### config.mk
export PLATFORM = sky130hd
export DESIGN_NAME = regfile_sb
export DESIGN_NICKNAME = d
export VERILOG_FILES = /design/src/rtl/regfile_pkg.sv /design/src/rtl/rf_scoreboard.sv /design/src/rtl/regfile_sb.sv
export SDC_FILE = /design/constraint.sdc
export NUM_CORES = 2
export LEC_CHECK = 0
export ABC_AREA = 1
export CAP_MARGIN = 40
export CELL_PAD_IN_SITES_DETAIL_PLACEMENT = 0
export CELL_PAD_IN_SITES_GLOBAL_PLACEMENT = 1
export CORE_ASPECT_RATIO = 0.7
export CORE_UTILIZATION = 26
export DETAILED_ROUTE_END_ITERATION = 12
export GPL_TIMING_DRIVEN = 0
export PLACE_DENSITY_LB_ADDON = 0.1
export SLEW_MARGIN = 0
export SYNTH_ARGS = -nofsm -noshare
export SYNTH_HDL_FRONTEND = slang
export SYNTH_HIERARCHICAL = 1
export SYNTH_SLANG_ARGS = --single-unit
### constraint.sdc
create_clock -name clk -period 32.9 [get_ports clk]
set_clock_uncertainty 0.2 [all_clocks]
set_input_delay 6.58 -clock clk [delete_from_list [all_inputs] [get_ports clk]]
set_output_delay 6.58 -clock clk [all_outputs]
set_load 0.01 [all_outputs]
### src/rtl/regfile_pkg.sv
// regfile_pkg: shared constants and types for the register file and
// the writeback stage.
//   RF_DATA_W / RF_NREGS : default register width and register count
//   rf_wb_t              : writeback bundle {en, addr, data} at default sizes
package regfile_pkg;

  localparam int RF_DATA_W = 32;
  localparam int RF_NREGS  = 32;
  localparam int RF_ADDR_W = $clog2(RF_NREGS);

  typedef struct packed {
    logic                 en;
    logic [RF_ADDR_W-1:0] addr;
    logic [RF_DATA_W-1:0] data;
  } rf_wb_t;

endpackage

### src/rtl/rf_scoreboard.sv
// rf_scoreboard: per-register pending-write (busy) bits.
//   clk, rst          : clock, asynchronous active-high reset
//   iss_en, iss_addr  : mark a destination register busy
//   wb_en, wb_addr    : clear the busy bit of the written register
//   flush             : clear every busy bit (a same-cycle issue survives)
//   busy              : registered busy vector, one bit per register
//   busy_cnt          : population count of busy
//   busy_any          : busy_cnt != 0
module rf_scoreboard
  import regfile_pkg::*;
#(
  parameter int NREGS    = RF_NREGS,
  parameter int ADDR_W   = $clog2(NREGS),
  parameter int ZERO_REG = 1
) (
  input  logic              clk,
  input  logic              rst,
  input  logic              iss_en,
  input  logic [ADDR_W-1:0] iss_addr,
  input  logic              wb_en,
  input  logic [ADDR_W-1:0] wb_addr,
  input  logic              flush,
  output logic [NREGS-1:0]  busy,
  output logic [ADDR_W:0]   busy_cnt,
  output logic              busy_any
);

  logic [NREGS-1:0] busy_reg;
  logic [NREGS-1:0] busy_next;
  logic [ADDR_W:0]  cnt_next;

  genvar gi;
  generate
    for (gi = 0; gi < NREGS; gi++) begin : g_busy
      logic iss_hit;
      logic wb_hit;
      // A hardwired zero register can never become a pending destination.
      assign iss_hit = iss_en && (iss_addr == ADDR_W'(gi)) && !(ZERO_REG != 0 && gi == 0);
      assign wb_hit  = wb_en && (wb_addr == ADDR_W'(gi));
      // Issue beats flush (younger than the flush point) and beats
      // writeback (the new producer is still outstanding).
      assign busy_next[gi] = iss_hit ? 1'b1 :
                             flush   ? 1'b0 :
                             wb_hit  ? 1'b0 : busy_reg[gi];
    end
  endgenerate

  always_ff @(posedge clk or posedge rst) begin
    if (rst) begin
      busy_reg <= '0;
    end else begin
      busy_reg <= busy_next;
    end
  end

  always_comb begin
    cnt_next = '0;
    for (int i = 0; i < NREGS; i++) begin
      cnt_next = cnt_next + {{ADDR_W{1'b0}}, busy_reg[i]};
    end
  end

  assign busy     = busy_reg;
  assign busy_cnt = cnt_next;
  assign busy_any = (cnt_next != '0);

endmodule

### src/rtl/regfile_sb.sv
// regfile_sb: multi-read-port register file with pending-write scoreboard
// and same-cycle writeback-to-read bypass.
//   clk, rst                 : clock, asynchronous active-high reset
//   rd_addr  [NUM_RD*ADDR_W] : read addresses, port i at bits [i*ADDR_W +: ADDR_W]
//   rd_data  [NUM_RD*DATA_W] : combinational read data (bypassed)
//   rd_busy  [NUM_RD]        : read register has a pending write (bypassed)
//   iss_en, iss_addr         : issue marks a destination busy
//   wb_en, wb_addr, wb_data  : writeback writes data and clears busy
//   flush                    : squash all pending writes
//   busy_any, busy_cnt       : scoreboard summary of registered state
module regfile_sb
  import regfile_pkg::*;
#(
  parameter int DATA_W   = RF_DATA_W,
  parameter int NREGS    = RF_NREGS,
  parameter int ADDR_W   = $clog2(NREGS),
  parameter int NUM_RD   = 2,
  parameter int ZERO_REG = 1
) (
  input  logic                     clk,
  input  logic                     rst,
  input  logic [NUM_RD*ADDR_W-1:0] rd_addr,
  output logic [NUM_RD*DATA_W-1:0] rd_data,
  output logic [NUM_RD-1:0]        rd_busy,
  input  logic                     iss_en,
  input  logic [ADDR_W-1:0]        iss_addr,
  input  logic                     wb_en,
  input  logic [ADDR_W-1:0]        wb_addr,
  input  logic [DATA_W-1:0]        wb_data,
  input  logic                     flush,
  output logic                     busy_any,
  output logic [ADDR_W:0]          busy_cnt
);

  logic [DATA_W-1:0] regs_reg [NREGS];
  logic [NREGS-1:0]  busy_vec;
  logic              wr_ok;

  // Writes to a hardwired zero register are dropped.
  assign wr_ok = wb_en && !(ZERO_REG != 0 && wb_addr == '0);

  // Reset must clear storage asynchronously, so this is a flop array.
  always_ff @(posedge clk or posedge rst) begin
    if (rst) begin
      for (int i = 0; i < NREGS; i++) begin
        regs_reg[i] <= '0;
      end
    end else if (wr_ok) begin
      regs_reg[wb_addr] <= wb_data;
    end
  end

  rf_scoreboard #(
    .NREGS    (NREGS),
    .ADDR_W   (ADDR_W),
    .ZERO_REG (ZERO_REG)
  ) u_sb (
    .clk      (clk),
    .rst      (rst),
    .iss_en   (iss_en),
    .iss_addr (iss_addr),
    .wb_en    (wb_en),
    .wb_addr  (wb_addr),
    .flush    (flush),
    .busy     (busy_vec),
    .busy_cnt (busy_cnt),
    .busy_any (busy_any)
  );

  genvar gi;
  generate
    for (gi = 0; gi < NUM_RD; gi++) begin : g_rd
      logic [ADDR_W-1:0] addr;
      logic [DATA_W-1:0] data_sel;
      logic              busy_sel;

      assign addr = rd_addr[gi*ADDR_W +: ADDR_W];

      // Zero register first, then bypass of the in-flight writeback
      // (which also hides the busy bit it is about to clear), then storage.
      always_comb begin
        data_sel = regs_reg[addr];
        busy_sel = busy_vec[addr];
        if (ZERO_REG != 0 && addr == '0) begin
          data_sel = '0;
          busy_sel = 1'b0;
        end else if (wb_en && wb_addr == addr) begin
          data_sel = wb_data;
          busy_sel = 1'b0;
        end
      end

      assign rd_data[gi*DATA_W +: DATA_W] = data_sel;
      assign rd_busy[gi]                  = busy_sel;
    end
  endgenerate

endmodule

==> qor.yml <==
placed_design:
  placed_cell_area_mm2: 0.07154
  dp_cells: 12646
  portBuffers: 120
  gp_congestion: 1.089
  dp_hpwl_mm: 418.6
  dp_slack_ps: 14930
finish:
  layoutNonFillerInstCount: 12928
  nNetsFinal: 9718
  n_fill_cell: 25836
  final_common_cell: "nand2_1"
  layout-drive-gt1-share: 0.08821
  fin_util: 0.3233
  largest_reg_flops: 1024
  final_area_mm2: 0.07623
  area_growth_pct: 23.53
  layout_common_cells: "nand2_1 (3067), nand3_1 (1341), o21ai_0 (1185), dfrtp_1 (1055), inv_1 (788)"
routing:
  ant_nets: 0
  avgViaCountPerCell: 5.689
  firstDrtPassIters: 8
  routed_wl_mm: 514.4
  wire_per_inst_um: 39.79
  drc: 0
  drt_iter0_drc: 12114
  vias: 73548
timing:
  fin_ws_ps: 14680
  tns_ps: 0
  fin_crit_sh: 0.5537
  hold_viol_final: 0
  period_needed_ps: 18220
  max_freq_ghz: 0.05489
  slew_headroom: 0.2976
  timing.hold.ws_ps: 254.0
  rsz0062_at_grt: "no"
  drv_slew: 0
  tightest_slew_ps: 1052
  setup_viol: 0
run_status:
  status: "completed"
clock_tree:
  clock_path_buffers: 4
  worst_skew_pair.late_latency_ps: 830
  cts_resized: 0
  numClockSinks: 1055
  cts_hold_buf: 0
  cts_root_buf: "clkbuf_16"
  cts_tree: "built"
  h-tree-depth: 4
  postCtsSetupBuffers: 0
  cts_buffers: 140
  clk_pin_slew_ps: 60
critical_path:
  cp.required_ps: 26120
  rr_startpoint: "regs_reg[521]"
  cp_slowest_cell: "buf_1"
  cpPeakStageDelay_ps: 730
  crit_type: "primary input to output port"
  cpMostUsedCell: "nand3_1"
  r2r_end: "regs_reg[521]"
  path_cells: "buf_2, inv_2, buf_2, buf_1, nand3_1, nand3_1, nand3_1, nand3_1, nand3_1, nand2_1, clkdlybuf4s50_1"
  reg2reg_depth: 2
  critPathCaptureType: "output port"
  crit_fanout: 10
  r2r_slack_ps: 31520
  worstPathArrival_ps: 11440
  cp-start-kind: "primary input"
synth:
  synth_area_per_cell_um2: 6.818
  syn_inst: 9052
  ys_ff_latch: 1055
  syn_area_mm2: 0.06171
  syn_nets: 9139
  synth_cell_types: 32
  yosysWarnings: 6
  yosysSeqAreaShare: 0.4278
job:
  drv_cap: 0
min_path:
  hold_path.class: "flip-flop to flip-flop"
  whs_endpoint: "regs_reg[1005]"
  hold_depth: 1
  hp-start: "regs_reg[1005]"
power_and_ir_drop:
  total_power_mw: 4.544
  peakVddDrop_mv: 0.03348
  power_density_mw_per_mm2: 59.60
  power_leakage_nw: 35.91
global_route:
  grt_start_max_net_pins: 38
  grt_first_pass_wirelength_mm: 661.8
  grt_overflow: 0
  antenna_found_initial: 99
  grt_usage: 0.4195
  grt_pass1_vias: 66173
die:
  io_pins: 130
  num_rows: 149
  dieArea_mm2: 0.2393
  die_w_um: 584.3
  core_mm2: 0.2358
  die_h_um: 409.6
  start_util: 0.2617
## Yosys cell counts (all sizes together)
master,number,share of area
o211ai,198,0.024
fa,23,0.0075
o21ai,1215,0.099
o22ai,5,0.00051
conb,1,0.000061
inv,803,0.049
nor2,293,0.019
dfrtp,1055,0.43
clkinv,3,0.00018
nand3,1341,0.11
nand2,3095,0.19
nor3,12,0.0022
or2,45,0.0046
xor2,1,0.00014
nand4,2,0.00020
buf,256,0.021
ha,7,0.0014
clkbuf,493,0.030
a21oi,204,0.017
## worst max-delay path, delay by kind of cell
family        cells  cell delay (ps)
simple gates      6             2100
buf+inv           5             2690
## worst max path at each step
stage	startpoint	endpoint	slack (ps)	cells after the start
2_1_floorplan	rst	regs_reg[0]	12010	1
3_3_place_gp	rst	regs_reg[697]	3140	2
3_5_place_dp	rd_addr[6]	rd_data[55]	14930	11
4_1_cts	rd_addr[6]	rd_data[55]	14910	11
5_1_grt	rd_addr[6]	rd_data[51]	14810	11
6_report	rd_addr[6]	rd_data[55]	14680	11
## area by class of cell
cell class | count | area, um^2 | share of cell area
Sequential cell | 1055 | 26400 | 0.3463
Buffer | 749 | 3164 | 0.04151
Inverter | 806 | 3029 | 0.03974
Antenna cell | 30 | 75.07 | 0.0009848
Tap cell | 3171 | 3968 | 0.05205
Clock buffer | 207 | 4029 | 0.05285
Multi-Input combinational cell | 6442 | 29180 | 0.3827
Clock inverter | 31 | 384.1 | 0.005039
Timing Repair Buffer | 437 | 6006 | 0.07878
## report_power, final
group / total (mW) / internal (mW) / switching [mW] / leakage, nW
clock network: 1.59 / 0.903 / 0.683 / 2.17
registers: 1.74 / 1.53 / 0.207 / 13.5
logic: 1.22 / 0.348 / 0.871 / 20.2
total: 4.54 / 2.78 / 1.76 / 35.9
## cell families (layout without fill, tap and decap cells)
group,count (synthesis),in the layout,synth area share
xor gates and xnor gates,1,1,0.0001419
buffers and inverters,1555,2230,0.09957
other,1,31,0.00006076
and+or+nand+nor,4788,4788,0.3239
AOI/OAI and AO/OA,1622,1622,0.1397
DFF,1055,1055,0.4278
adders and majority gates,30,30,0.008880
## routing by layer
metal / up-vias / global-route usage / part of all wire
met1: 37435 / 0.5947 / 0.44
met5: - / 0 / 0.0010
li1: 30318 / - / -
met4: 24 / 0.2017 / 0.056
met2: 4937 / 0.5386 / 0.37
met3: 834 / 0.1693 / 0.13
No activity file was read; power rests on OpenSTA's default activity.
